File: src/rtl/seq_tx_preamble_if.sv
// ============================================================================
// seq_tx_preamble_if : payload handshake and serial output bundle
// Rev 1.0
// ============================================================================
`default_nettype none

interface seq_tx_preamble_if #(
   parameter int DATA_W = 8
);
   logic              in_valid;
   logic              in_ready;
   logic [DATA_W-1:0] in_data;
   logic              dout;
   logic              dout_valid;
   logic              sync_mark;
   logic              frame_done;

   // Producer / line-observer side
   modport master (
      output in_valid,
      output in_data,
      input  in_ready,
      input  dout,
      input  dout_valid,
      input  sync_mark,
      input  frame_done
   );

   // Transmitter side
   modport slave (
      input  in_valid,
      input  in_data,
      output in_ready,
      output dout,
      output dout_valid,
      output sync_mark,
      output frame_done
   );
endinterface

`default_nettype wire

File: src/rtl/seq_tx_preamble.sv
// ============================================================================
// seq_tx_preamble : serial framer sending PREAMBLE, payload MSB-first, zero gap
// Rev 1.0
// ============================================================================
`default_nettype none

module seq_tx_preamble #(
   parameter int          DATA_W   = 8,
   parameter int          GAP_LEN  = 2,
   parameter logic [3:0]  PREAMBLE = 4'b1101
) (
   input  wire logic         clk,
   input  wire logic         rst_n,
   seq_tx_preamble_if.slave  bus
);

   localparam int C_MAX1  = (DATA_W > 4) ? DATA_W : 4;
   localparam int C_MAX2  = (GAP_LEN > C_MAX1) ? GAP_LEN : C_MAX1;
   localparam int C_CNT_W = $clog2(C_MAX2 + 1);
   localparam int C_GAP_RELOAD = (GAP_LEN > 0) ? GAP_LEN - 1 : 0;

   typedef enum logic [1:0] {
      S_IDLE = 2'd0,
      S_PRE  = 2'd1,
      S_DATA = 2'd2,
      S_GAP  = 2'd3
   } state_t;

   state_t              state_q, state_d;
   logic [C_CNT_W-1:0]  cnt_q, cnt_d;
   logic [DATA_W-1:0]   shreg_q, shreg_d;
   logic                dout_q, dout_d;
   logic                dout_valid_q, dout_valid_d;
   logic                sync_mark_q, sync_mark_d;
   logic                frame_done_q, frame_done_d;

   always_ff @(posedge clk or negedge rst_n) begin
      if (!rst_n) begin
         state_q      <= S_IDLE;
         cnt_q        <= '0;
         shreg_q      <= '0;
         dout_q       <= 1'b0;
         dout_valid_q <= 1'b0;
         sync_mark_q  <= 1'b0;
         frame_done_q <= 1'b0;
      end else begin
         state_q      <= state_d;
         cnt_q        <= cnt_d;
         shreg_q      <= shreg_d;
         dout_q       <= dout_d;
         dout_valid_q <= dout_valid_d;
         sync_mark_q  <= sync_mark_d;
         frame_done_q <= frame_done_d;
      end
   end

   // Outputs are computed for the cycle after the edge, so each branch
   // prepares the bit that the next state/count will be presenting.
   always_comb begin
      state_d      = state_q;
      cnt_d        = cnt_q;
      shreg_d      = shreg_q;
      dout_d       = 1'b0;
      dout_valid_d = 1'b0;
      sync_mark_d  = 1'b0;
      frame_done_d = 1'b0;
      case (state_q)
         S_IDLE: begin
            if (bus.in_valid) begin
               state_d      = S_PRE;
               cnt_d        = C_CNT_W'(3);
               shreg_d      = bus.in_data;
               dout_d       = PREAMBLE[3];
               dout_valid_d = 1'b1;
            end
         end
         S_PRE: begin
            dout_valid_d = 1'b1;
            if (cnt_q != '0) begin
               cnt_d       = cnt_q - 1'b1;
               dout_d      = PREAMBLE[cnt_d[1:0]];
               sync_mark_d = (cnt_d == '0);
            end else begin
               state_d      = S_DATA;
               cnt_d        = C_CNT_W'(DATA_W - 1);
               dout_d       = shreg_q[DATA_W-1];
               shreg_d      = shreg_q << 1;
               frame_done_d = (DATA_W == 1);
            end
         end
         S_DATA: begin
            if (cnt_q != '0) begin
               cnt_d        = cnt_q - 1'b1;
               dout_valid_d = 1'b1;
               dout_d       = shreg_q[DATA_W-1];
               shreg_d      = shreg_q << 1;
               frame_done_d = (cnt_d == '0);
            end else if (GAP_LEN > 0) begin
               state_d = S_GAP;
               cnt_d   = C_CNT_W'(C_GAP_RELOAD);
            end else begin
               state_d = S_IDLE;
               cnt_d   = '0;
            end
         end
         S_GAP: begin
            if (cnt_q != '0) begin
               cnt_d = cnt_q - 1'b1;
            end else begin
               state_d = S_IDLE;
            end
         end
         default: begin
            state_d = S_IDLE;
            cnt_d   = '0;
            shreg_d = '0;
         end
      endcase
   end

   assign bus.in_ready   = (state_q == S_IDLE);
   assign bus.dout       = dout_q;
   assign bus.dout_valid = dout_valid_q;
   assign bus.sync_mark  = sync_mark_q;
   assign bus.frame_done = frame_done_q;

endmodule

`default_nettype wire

File: src/flat_wrapper.sv
// flat-port wrapper written by rule: the top's interface ports become plain ports
module seq_tx_preamble_flat 
#(
   parameter int          DATA_W   = 8,
   parameter int          GAP_LEN  = 2,
   parameter logic [3:0]  PREAMBLE = 4'b1101
)
  (clk, rst_n, bus_in_valid, bus_in_data, bus_in_ready, bus_dout, bus_dout_valid, bus_sync_mark, bus_frame_done);
  seq_tx_preamble_if #(.DATA_W(DATA_W)) bus_i ();
  input  wire logic clk;
  input  wire logic rst_n;
  input wire logic [$bits(bus_i.in_valid)-1:0] bus_in_valid;
  input wire logic [$bits(bus_i.in_data)-1:0] bus_in_data;
  output wire logic [$bits(bus_i.in_ready)-1:0] bus_in_ready;
  output wire logic [$bits(bus_i.dout)-1:0] bus_dout;
  output wire logic [$bits(bus_i.dout_valid)-1:0] bus_dout_valid;
  output wire logic [$bits(bus_i.sync_mark)-1:0] bus_sync_mark;
  output wire logic [$bits(bus_i.frame_done)-1:0] bus_frame_done;
  assign bus_i.in_valid = bus_in_valid;
  assign bus_i.in_data = bus_in_data;
  assign bus_in_ready = bus_i.in_ready;
  assign bus_dout = bus_i.dout;
  assign bus_dout_valid = bus_i.dout_valid;
  assign bus_sync_mark = bus_i.sync_mark;
  assign bus_frame_done = bus_i.frame_done;
  seq_tx_preamble #(.DATA_W(DATA_W), .GAP_LEN(GAP_LEN), .PREAMBLE(PREAMBLE)) u_core (.clk(clk), .rst_n(rst_n), .bus(bus_i));
endmodule
File: config.mk
export PLATFORM = sky130hd
export DESIGN_NAME = seq_tx_preamble_flat
export DESIGN_NICKNAME = d
export VERILOG_FILES = /design/src/rtl/seq_tx_preamble_if.sv /design/src/rtl/seq_tx_preamble.sv /design/src/flat_wrapper.sv
export SDC_FILE = /design/constraint.sdc
export NUM_CORES = 1
export LEC_CHECK = 0
export ABC_AREA = 1
export CAP_MARGIN = 40
export CORE_UTILIZATION = 47
export CTS_CLUSTER_SIZE = 24
export DETAILED_ROUTE_END_ITERATION = 10
export GPL_TIMING_DRIVEN = 0
export PLACE_DENSITY = 0.74
export SLEW_MARGIN = 20
export SYNTH_ARGS = -nofsm -noshare
export SYNTH_HDL_FRONTEND = slang
export SYNTH_SLANG_ARGS = --single-unit
File: constraint.sdc
create_clock -name clk -period 1.4 [get_ports clk]
set_input_delay 0.21 -clock clk [delete_from_list [all_inputs] [get_ports clk]]
set_output_delay 0.21 -clock clk [all_outputs]
set_load 0.02 [all_outputs]
==> out/metrics.cfg <==
[route]
antenna_left=0
drt_wl_total_mm=2.45
drtIter0Drc=29
routed_wire_length_per_instance_um=12.3
via_count=1014
dr.pass1.iters=4
via_per_inst=5.12
drc=0

[placement]
pre_cts_ws_ns=-0.197
port_buffers=15
place.gp.congestion=0.807
hpwl_mm=1.55

[pwr]
irDropWorstVdd_v=0.00169
p_leak_nw=0.771
pwr_density_cell_mw_per_mm2=2770

[synthesis]
ys_seq_elements=18
yosysSeqAreaShare_pct=43.0
synthCells=138
synth_cell_types=19
ys_warn_count=0
syn_area_per_cell_sq_um=7.60
syn_nets=156
syn_area_sq_mm=0.00105

[clocking]
cts_made_buffers=3
cts_sinks=18
h-tree-depth=1
clock_latency_ns=0.30
cts.reportedPaths.clkPinSlew_ns=0.10
clockRootBuffer=clkbuf_4
cts_buffer_depth=2
cts_tree=done

[timing]
slew_headroom_pct=74.6
slew_viol_final=0
skew_ns=0.00344
finalSetupTns_ns=-0.00000888
max_freq_ghz=0.714
hold_viol_final=0
setup_viol=1
min_period_ns=1.40
worst_slew_pin_slew_ns=0.380
rsz0062_at_grt=yes
finalCritPeriodShare_pct=100
setup_slack_ns=-0.00000888
whs_ns=0.178

[layout]
area_delta_synth_final_pct=42.2
diodes=0
final_nets=190
final_cell_mix=nand2_1, dfrtp_1, nand3_1
final_common_cell=nand2_1
final_util_pct=73.8
post_route_cells_drive_above_1_share_pct=29.2

[floorplanning]
fp.dieH_um=49.2
die_x_um=49.2
rows=16
initial_core_util_pct=51.9
dieArea_sq_mm=0.00242
core_sq_mm=0.00202
io_pins=16

[worst_setup_path]
worstSetupPathType=register to register
path_max_fanout=4
r2r_cells=9
worst_setup_path_end_kind=register
start_kind=register
r2r_start=u_core.state_q[0]
critPathLaunch=u_core.state_q[0]
r2r_slack_ns=-0.000009
reg2reg_to=u_core.cnt_q[0]
cp.required_ns=1.61
arrival_ns=1.61
cp-endpoint=u_core.cnt_q[0]

[grt]
track_usage_pct=20.8
grt_overflow=0
grt_pass1_vias=876
grt_max_degree=19
grt_pass1_wl_mm=3.84
antenna_found_initial=0

[run_status]
violations=setup timing
status=complete, but fails checks

[hold_path]
hold_path.class=input port to async pin

[run]
cap_violations=0

[cells by family after synthesis]
group / synth area share (%)
AO/OA/AOI/OAI: 5.49
XOR/XNOR: 1.67
adder cells (fa/ha/maj): 8.35
buffers and inverters: 6.20
flip-flops: 43.0
AND/OR/NAND/NOR: 35.3
[stage by stage]
stage	cell area, sq um	instances	total power [W]
floorplan	1060	138	0.00246
global placement	1240	180	0.00290
CTS	1360	189	0.00360
detailed placement	1240	180	0.00296
finish	1490	198	0.00413
global route	1490	198	0.00450
[flip-flops by register name, indices dropped and copies added (netlist names)]
register	cells
u_core.bus.dout_valid	1
u_core.shreg_q	8
u_core.bus.sync_mark	1
u_core.bus.frame_done	1
u_core.cnt_q	4
u_core.bus.dout	1
u_core.state_q	2
[power breakdown]
group | total, W | switching [W] | leakage, nW | internal, W
logic | 0.00288 | 0.00161 | 0.523 | 0.00127
clock network | 0.000323 | 0.000164 | 0.0210 | 0.000159
registers | 0.000928 | 0.000165 | 0.228 | 0.000763
total | 0.00413 | 0.00194 | 0.771 | 0.00219
[cell usage after synthesis, drive strengths merged]
master / number / area, sq um
o21ai: 7 / 46.3
nand3b: 1 / 7.51
xor2: 1 / 8.76
xnor2: 1 / 8.76
nand3: 16 / 80.1
nand4: 1 / 6.26
nor2: 11 / 51.3
a31oi: 1 / 6.26
nand2: 56 / 225
buf: 1 / 5.00
a21oi: 1 / 5.00
clkinv: 1 / 3.75
ha: 7 / 87.6
inv: 15 / 56.3
dfrtp: 18 / 450
[how the worst min path moves through the flow]
| stage | startpoint | to | depth (start not counted) |
|---|---|---|---|
| 4_1_cts | rst_n | u_core.cnt_q[1] | 1 |
| 3_5_place_dp | u_core.shreg_q[2] | u_core.shreg_q[2] | 2 |
| 5_1_grt | rst_n | u_core.cnt_q[1] | 1 |
| 3_3_place_gp | u_core.shreg_q[2] | u_core.shreg_q[2] | 2 |
| 2_1_floorplan | rst_n | u_core.bus.dout | 0 |
| 6_report | rst_n | u_core.cnt_q[1] | 1 |
[timing repair]
action | CTS | global route
pin swaps | 3 | 11
setup endpoints to repair | 18 | 14
gates resized for setup | 22 | 22
hold endpoints to repair | 0 | 0
buffers inserted | 6 | 8
gates cloned | 0 | 0
hold buffers | 0 | 0
[cell type report]
class | count | area [sq um]
fillers | 151 | 531
well taps | 27 | 33.8
clock buffers | 4 | 36.3
inverters | 16 | 65.1
flip-flops and latches | 18 | 452
repair buffers | 30 | 283
multi-input cells | 103 | 622
[worst max-delay path: stages, from the launching register on]
cell and delay [ns]:
dfrtp_1 0.44, inv_2 0.12, ha_4 0.17, inv_2 0.06
nor2_4 0.14, inv_2 0.07, nand2_2 0.08, inv_2 0.05
o21ai_1 0.13, inv_1 0.05
[routing by layer]
metal,GRT usage [%],vias up,wire length (um)
met5,0,-,0
met4,5.88,0,27
met3,5.61,5,93
met2,34.2,23,1220
met1,26.6,486,1110
li1,-,500,-
Power figures use the tool's default switching activity.
